$ cat config.mk
export PLATFORM = sky130hd
export DESIGN_NAME = display_scan_4dig
export DESIGN_NICKNAME = d
export VERILOG_FILES = /design/src/rtl/display_scan_4dig.sv
export SDC_FILE = /design/constraint.sdc
export NUM_CORES = 1
export LEC_CHECK = 0
export CELL_PAD_IN_SITES_DETAIL_PLACEMENT = 1
export CELL_PAD_IN_SITES_GLOBAL_PLACEMENT = 1
export CORE_MARGIN = 3
export CORE_UTILIZATION = 43
export DETAILED_ROUTE_END_ITERATION = 12
export PLACE_DENSITY = 0.87
export REMOVE_ABC_BUFFERS = 1
export SLEW_MARGIN = 40
export SYNTH_ARGS = -nofsm -noshare
export SYNTH_HDL_FRONTEND = slang
export SYNTH_SLANG_ARGS = --single-unit
$ cat constraint.sdc
create_clock -name clk_12mhz -period 3.1 [get_ports clk_12mhz]
set_input_delay 0.62 -clock clk_12mhz [delete_from_list [all_inputs] [get_ports clk_12mhz]]
set_output_delay 0.62 -clock clk_12mhz [all_outputs]
set_load 0.01 [all_outputs]
$ cat src/rtl/display_scan_4dig.sv
// Four-digit multiplexed seven-segment scanner: steps one digit per clk_1khz rising edge,
// inserting a dead-time gap before each digit and showing a frame-coherent snapshot.
module display_scan_4dig #(
  parameter int BLANK_CYC    = 120,
  parameter int COMMON_ANODE = 1
) (
  input  logic        clk_12mhz,
  input  logic        rst_n,
  input  logic        clk_1khz,
  input  logic [15:0] digits,
  input  logic [3:0]  dp_en,
  input  logic        blank_lz,
  output logic [3:0]  an,
  output logic [6:0]  seg,
  output logic        dp
);

  localparam int CW = 10;
  localparam logic [CW-1:0] LOAD = (BLANK_CYC == 0) ? '0 : CW'(BLANK_CYC - 1);
  localparam bit ACT_LOW = (COMMON_ANODE != 0);

  typedef enum logic [1:0] {WAIT, BLANK, DRIVE} state_t;

  state_t          state, state_nxt;
  logic [CW-1:0]   cnt, cnt_nxt;
  logic [1:0]      idx;
  logic            sync1, sync2, hist;
  logic            scan_tick;
  logic [15:0]     snap_digits;
  logic [3:0]      snap_dp;
  logic            snap_lz;
  logic [3:0]      nib;
  logic [6:0]      seg_raw;
  logic [3:0]      lz_blank;
  logic [3:0]      an_h;
  logic [6:0]      seg_h;
  logic            dp_h;

  // clk_1khz is asynchronous data; only its synchronised rising edge matters
  always_ff @(posedge clk_12mhz or negedge rst_n) begin
    if (!rst_n) begin
      sync1 <= 1'b0;
      sync2 <= 1'b0;
      hist  <= 1'b0;
    end else begin
      sync1 <= clk_1khz;
      sync2 <= sync1;
      hist  <= sync2;
    end
  end

  assign scan_tick = sync2 & ~hist;

  // The snapshot is taken as idx wraps, so a whole frame shows one set of inputs
  always_ff @(posedge clk_12mhz or negedge rst_n) begin
    if (!rst_n) begin
      idx         <= 2'd3;
      snap_digits <= '0;
      snap_dp     <= '0;
      snap_lz     <= 1'b0;
      state       <= WAIT;
      cnt         <= '0;
    end else begin
      state <= state_nxt;
      cnt   <= cnt_nxt;
      if (scan_tick) begin
        idx <= idx + 2'd1;
        if (idx == 2'd3) begin
          snap_digits <= digits;
          snap_dp     <= dp_en;
          snap_lz     <= blank_lz;
        end
      end
    end
  end

  always_comb begin
    state_nxt = state;
    cnt_nxt   = cnt;
    case (state)
      WAIT, DRIVE: begin
        if (scan_tick) begin
          if (BLANK_CYC == 0) begin
            state_nxt = DRIVE;
          end else begin
            state_nxt = BLANK;
            cnt_nxt   = LOAD;
          end
        end
      end
      BLANK: begin
        if (scan_tick) begin
          cnt_nxt = LOAD;
        end else if (cnt == '0) begin
          state_nxt = DRIVE;
        end else begin
          cnt_nxt = cnt - 1'b1;
        end
      end
      default: state_nxt = WAIT;
    endcase
  end

  // Segment patterns are active-high here, bit 0 = a; polarity is applied at the output flops
  always_comb begin
    nib = snap_digits[{idx, 2'b00} +: 4];
    case (nib)
      4'h0: seg_raw = 7'h3F;
      4'h1: seg_raw = 7'h06;
      4'h2: seg_raw = 7'h5B;
      4'h3: seg_raw = 7'h4F;
      4'h4: seg_raw = 7'h66;
      4'h5: seg_raw = 7'h6D;
      4'h6: seg_raw = 7'h7D;
      4'h7: seg_raw = 7'h07;
      4'h8: seg_raw = 7'h7F;
      4'h9: seg_raw = 7'h6F;
      4'hA: seg_raw = 7'h77;
      4'hB: seg_raw = 7'h7C;
      4'hC: seg_raw = 7'h39;
      4'hD: seg_raw = 7'h5E;
      4'hE: seg_raw = 7'h79;
      default: seg_raw = 7'h71;
    endcase
  end

  always_comb begin
    lz_blank[3] = (snap_digits[15:12] == 4'h0);
    lz_blank[2] = lz_blank[3] && (snap_digits[11:8] == 4'h0);
    lz_blank[1] = lz_blank[2] && (snap_digits[7:4] == 4'h0);
    lz_blank[0] = 1'b0;
  end

  always_comb begin
    an_h  = 4'b0000;
    seg_h = 7'h00;
    dp_h  = 1'b0;
    if (state == DRIVE) begin
      an_h  = 4'b0001 << idx;
      seg_h = (snap_lz && lz_blank[idx]) ? 7'h00 : seg_raw;
      dp_h  = snap_dp[idx];
    end
  end

  // Registered outputs; an is one-hot or empty by construction, so digits never overlap
  always_ff @(posedge clk_12mhz or negedge rst_n) begin
    if (!rst_n) begin
      an  <= ACT_LOW ? 4'hF : 4'h0;
      seg <= ACT_LOW ? 7'h7F : 7'h00;
      dp  <= ACT_LOW;
    end else begin
      an  <= ACT_LOW ? ~an_h : an_h;
      seg <= ACT_LOW ? ~seg_h : seg_h;
      dp  <= ACT_LOW ? ~dp_h : dp_h;
    end
  end

endmodule
Word level (Yosys, flattened, before mapping)
Memories as Yosys holds them, arrays and structs flattened.
Index checks and enable logic that the tools add are counted.
- $add $sub $neg: 2
- magnitude comparators: 1
- eq/ne operators: 7
- shift operators: 2
- muxes and demuxes: 16
- bitwise gates (word level): 5
- reductions and logical operators: 13
- operator list (operator ; number):
    $mux 10 ; 3
    $pmux 10 s2 ; 1
    $shiftx 16x5->4 ; 1
    $mux 7 ; 2
    $logic_not 4->1 ; 3
    $logic_not 10->1 ; 1
    $sub 10x1->10 const B ; 1
    $not 7->7 ; 1
    $mux 2 ; 3
    $ne 2x2->1 const B ; 3
    $reduce_and 3->1 ; 2
    $bmux 1 s2 ; 2
    $eq 2x2->1 const B ; 2
    $mux 4 ; 1
    $not 4->4 ; 1
    $pmux 2 s2 ; 1
    $shl 1x2->4 const A ; 1
    $logic_and 1x1->1 ; 3
    $lt 2x3->1 const B ; 1
    $mux 1 ; 3
    $ne 3x3->1 const B ; 1
    $add 2x1->2 const B ; 1
    $eq 2x1->1 const B ; 1
    $logic_not 2->1 ; 1
    5 further kinds ; 6
- register bits: 50
- bits in read-only memories: 112
- input port bits: 24
- output and inout port bits: 12
- logic and storage cells: 59
- memories: 1
- memory list (memory ; words ; width ; read ports ; clocked after memory_dff ; wr ports ; line ; source):
    (name not given) ; 16 ; 7 ; 1 ; 0 ; 0 ; 107 ; case (nib)

Logic depth before layout (Yosys ltp)
- word-level depth: 9
- gate-level depth with buffers: 9

Worst setup path before layout
OpenSTA, ideal clock, no wires.
- path kind: reg2reg
- start: reg idx[0]
- end: reg seg[0]
- arrival time: 2.298 ns
- data required time: 3.031 ns
- setup slack: 0.733 ns
- cell stages (with the launch flop): 10
- path buffers: 2
- cells stage by stage: dfstp_2 > buf_6 > mux4_2 > inv_1 > ha_1 > clkbuf_1 > mux2i_1 > a221oi_1 > o31ai_1 > nand4_1
- word-level cells in the longest chain between the ends: 6
- RTL lines (element ; line ; source):
    start: declaration ; 26 ; logic [1:0] idx;
    start signal: assignment ; 67 ; idx <= idx + 2'd1;
    parallel branches: the longest is 3 deep, another holds $mem_v2 16x7 ; - ;
    $mux 7 * ; 140 ; seg_h = (snap_lz && lz_blank[idx]) ? 7'h00 : seg_raw;
    $mux 7 * ; 138 ; if (state == DRIVE) begin
    $not 7->7 * ; 153 ; seg <= ACT_LOW ? ~seg_h : seg_h;
    end signal: assignment ; 149 ; seg <= ACT_LOW ? 7'h7F : 7'h00;
    end signal: assignment ; 153 ;
    end: declaration ; 14 ; output logic [6:0] seg,
Mark *: on every way between the ends. The select of a mux whose other input is x is not followed.
A chain may end at the register's enable or synchronous reset.

Final worst setup path
Ends and elaborated chain as after synthesis.

==> reports/results.ini <==
[status]
outcome = complete, no violations

[power_and_ir_drop]
p_per_area_mw_per_mm2 = 909.2
clockPowerShare_pct = 16.0
finalPower_w = 0.002808
p_switching_w = 0.001058
leakage_nw = 1.261
intPower_w = 0.001750
pwr-share-seq_pct = 39.2
p_comb_share_pct = 44.7
swShare_pct = 37.68
peakVddDrop_mv = 0.4292

[hold_path]
hold_path.class = input pin to async pin

[timing]
period_share_pct = 82.87
rsz0062_at_grt = no
slew_headroom_pct = 55.79
drv_slew = 0
worst_slew_pin_slew_ns = 0.6602
fin_crit_ns = 2.569
max_freq_ghz = 0.3893
setup_viol = 0
setup_tns_ns = 0
skew_ns = 0.01456
hold_viol = 0

[final_layout]
stdcell_count = 325
fin_nets = 287
layout_commonest_cell = dfrtp_1
layout_common_cells = dfrtp_1, clkdlybuf4s50_1, mux2_2
drive_gt1_share_pct = 24.90
syn2layout_area_growth_pct = 19.40
n_fill_cell = 597
diodes = 0

[synth]
synthCells = 219
synth-seq-area-share_pct = 49.06
synth-main-ff-cell = dfrtp_1
ys_ff_latch = 50
netlist_area_mm2 = 0.002586
synth_edf_count = 0
syn_avg_cell_area_um2 = 11.81
synth_top_cell_area_share_pct = 34.83
synth_area_leaders = dfrtp_1, dfstp_2, mux2_2
synth_warnings = 0
synth.distinct_cells = 48
yosysTopAreaCell = dfrtp_1
synthArstFlopShare_pct = 100.0

[placement]
hpwl_um = 3985
port_buffers = 35
place.gp.congestion = 0.7932
place_inst = 317

[global_route]
grt_most_used_layer = met2
grt.total_usage_pct = 16.52
grt_util_met2_pct = 27.70
grt_use_met3_pct = 2.665
grt-ovfl-total = 0
antenna_found_initial = 0
grt_max_degree = 46
grt_pass1_vias = 1942
use_met1_pct = 21.70
grt_pass1_wl_um = 9390

[clock_tree]
cts_max_level = 2
postCtsSetupBuffers = 0
clk_pin_slew_ns = 0.10
cts_tree = built
cts-root-buf = clkbuf_8
clock_path_buffers = 2
clock_sinks = 50
ctsResizeCount = 0
insertion_delay_ns = 0.31
cts_hold_buffers = 0
cts_buffers = 5

[drt]
dr_total_vias = 1807
ant_nets = 0
avgViaCountPerCell = 5.560
wl_per_cell_um = 16.82
drc = 0
drtPass1Iterations = 4
wl_um = 5468
drt_iter0_markers = 70

[die]
design.core.area_mm2 = 0.005675
rows = 27
ioPinCount = 36
start_util_pct = 45.57
die_y_um = 83.56
die_area_mm2 = 0.006981
die_w_um = 83.56

[worst_setup_path]
path_max_fanout = 11
crit_start = idx[0]
cp-end-kind = register
rrSetupSlack_ns = 0.53
cp.required_ns = 3.33
worstSetupPathType = register to register
critPathArrivalTime_ns = 2.80
start_kind = register
r2r_start = idx[0]

[run]
maxCapViolations = 0

metrics by stage:
stage | worst slack, ns | area [um^2] | util [%] | hold WS [ns]
2_1_floorplan | 0.8293 | 2526 | - | 0.3244
3_3_place_gp | 0.6576 | 2977 | 52.45 | 0.3321
3_5_place_dp | 0.5450 | 2979 | 52.49 | 0.3378
4_1_cts | 0.4860 | 3085 | 54.37 | 0.3364
5_1_grt | 0.3159 | 3088 | 54.41 | 0.3524
6_report | 0.5310 | 3088 | 54.41 | 0.3007
final timing paths:
kind / end / cells after the start
max in group asynchronous: seg[6] / 2
setup / recovery: seg[0] / 7
setup reg to reg: seg[0] / 7
min in group clk_12mhz: sync2 / 0
hold / removal: cnt[5] / 1
hold reg to reg: sync2 / 0
registers in the layout (all words and copies together) (netlist names):
register     count
cnt             10
an               4
sync1            1
snap_digits     16
idx              2
dp               1
hist             1
sync2            1
state            2
snap_lz          1
seg              7
snap_dp          4
power by group through the flow:
stage / Combinational (W) / Clock (W) / Sequential [W]
final: 0.00126 / 0.000451 / 0.00110
after CTS: 0.00127 / 0.000463 / 0.00110
after floorplan: 0.00101 / 0 / 0.00102
after global routing: 0.00141 / 0.000487 / 0.00113
after detailed placement: 0.00125 / 0 / 0.00111
after global placement: 0.00120 / 0 / 0.00109
final cells by class:
| type | instances | area [um^2] | area share (%) |
|---|---|---|---|
| Inverter | 10 | 37.54 | 1.216 |
| Multi-Input combinational cell | 148 | 1222 | 39.59 |
| Clock inverter | 1 | 30.03 | 0.9724 |
| Sequential cell | 50 | 1269 | 41.09 |
| Clock buffer | 7 | 76.32 | 2.472 |
| Timing Repair Buffer | 37 | 362.8 | 11.75 |
| Tap cell | 72 | 90.09 | 2.917 |
critical path, cell delays in order, from the launching register on:
cell and delay (ns):
dfstp_2 0.72, mux4_2 0.62, inv_1 0.17, ha_1 0.36, mux2i_1 0.12, a221oi_1 0.30
o31ai_1 0.12, nand4_1 0.11
synth_stat cells, types with 3 or more instances:
master / instances
buf_2: 3
nand2_1: 15
mux2i_1: 6
dfrtp_1: 36
o31ai_1: 6
o21ai_0: 7
nand3_1: 7
nor3_1: 7
inv_1: 10
mux4_2: 5
a21oi_1: 6
nor2_1: 10
mux2_2: 25
dfstp_2: 14
nor2b_1: 5
clkbuf_1: 6
ha_1: 11
layer usage:
layer	wire length (um)	share of wire (%)
met1	2477	45
met2	2729	50
met3	203	3.7
met4	58	1.1
met5	0	0
logic make-up after synthesis:
family                   Yosys count  share of synthesized area [%]
adder cells (fa/ha/maj)           11                          5.322
flip-flops                        50                          49.06
multiplexers                      37                          18.14
AO/OA/AOI/OAI                     37                          10.21
AND/OR/NAND/NOR                   60                          12.48
buffers and inverters             21                          3.773
XOR/XNOR                           3                          1.016
No activity file was read; power rests on OpenSTA's default activity.
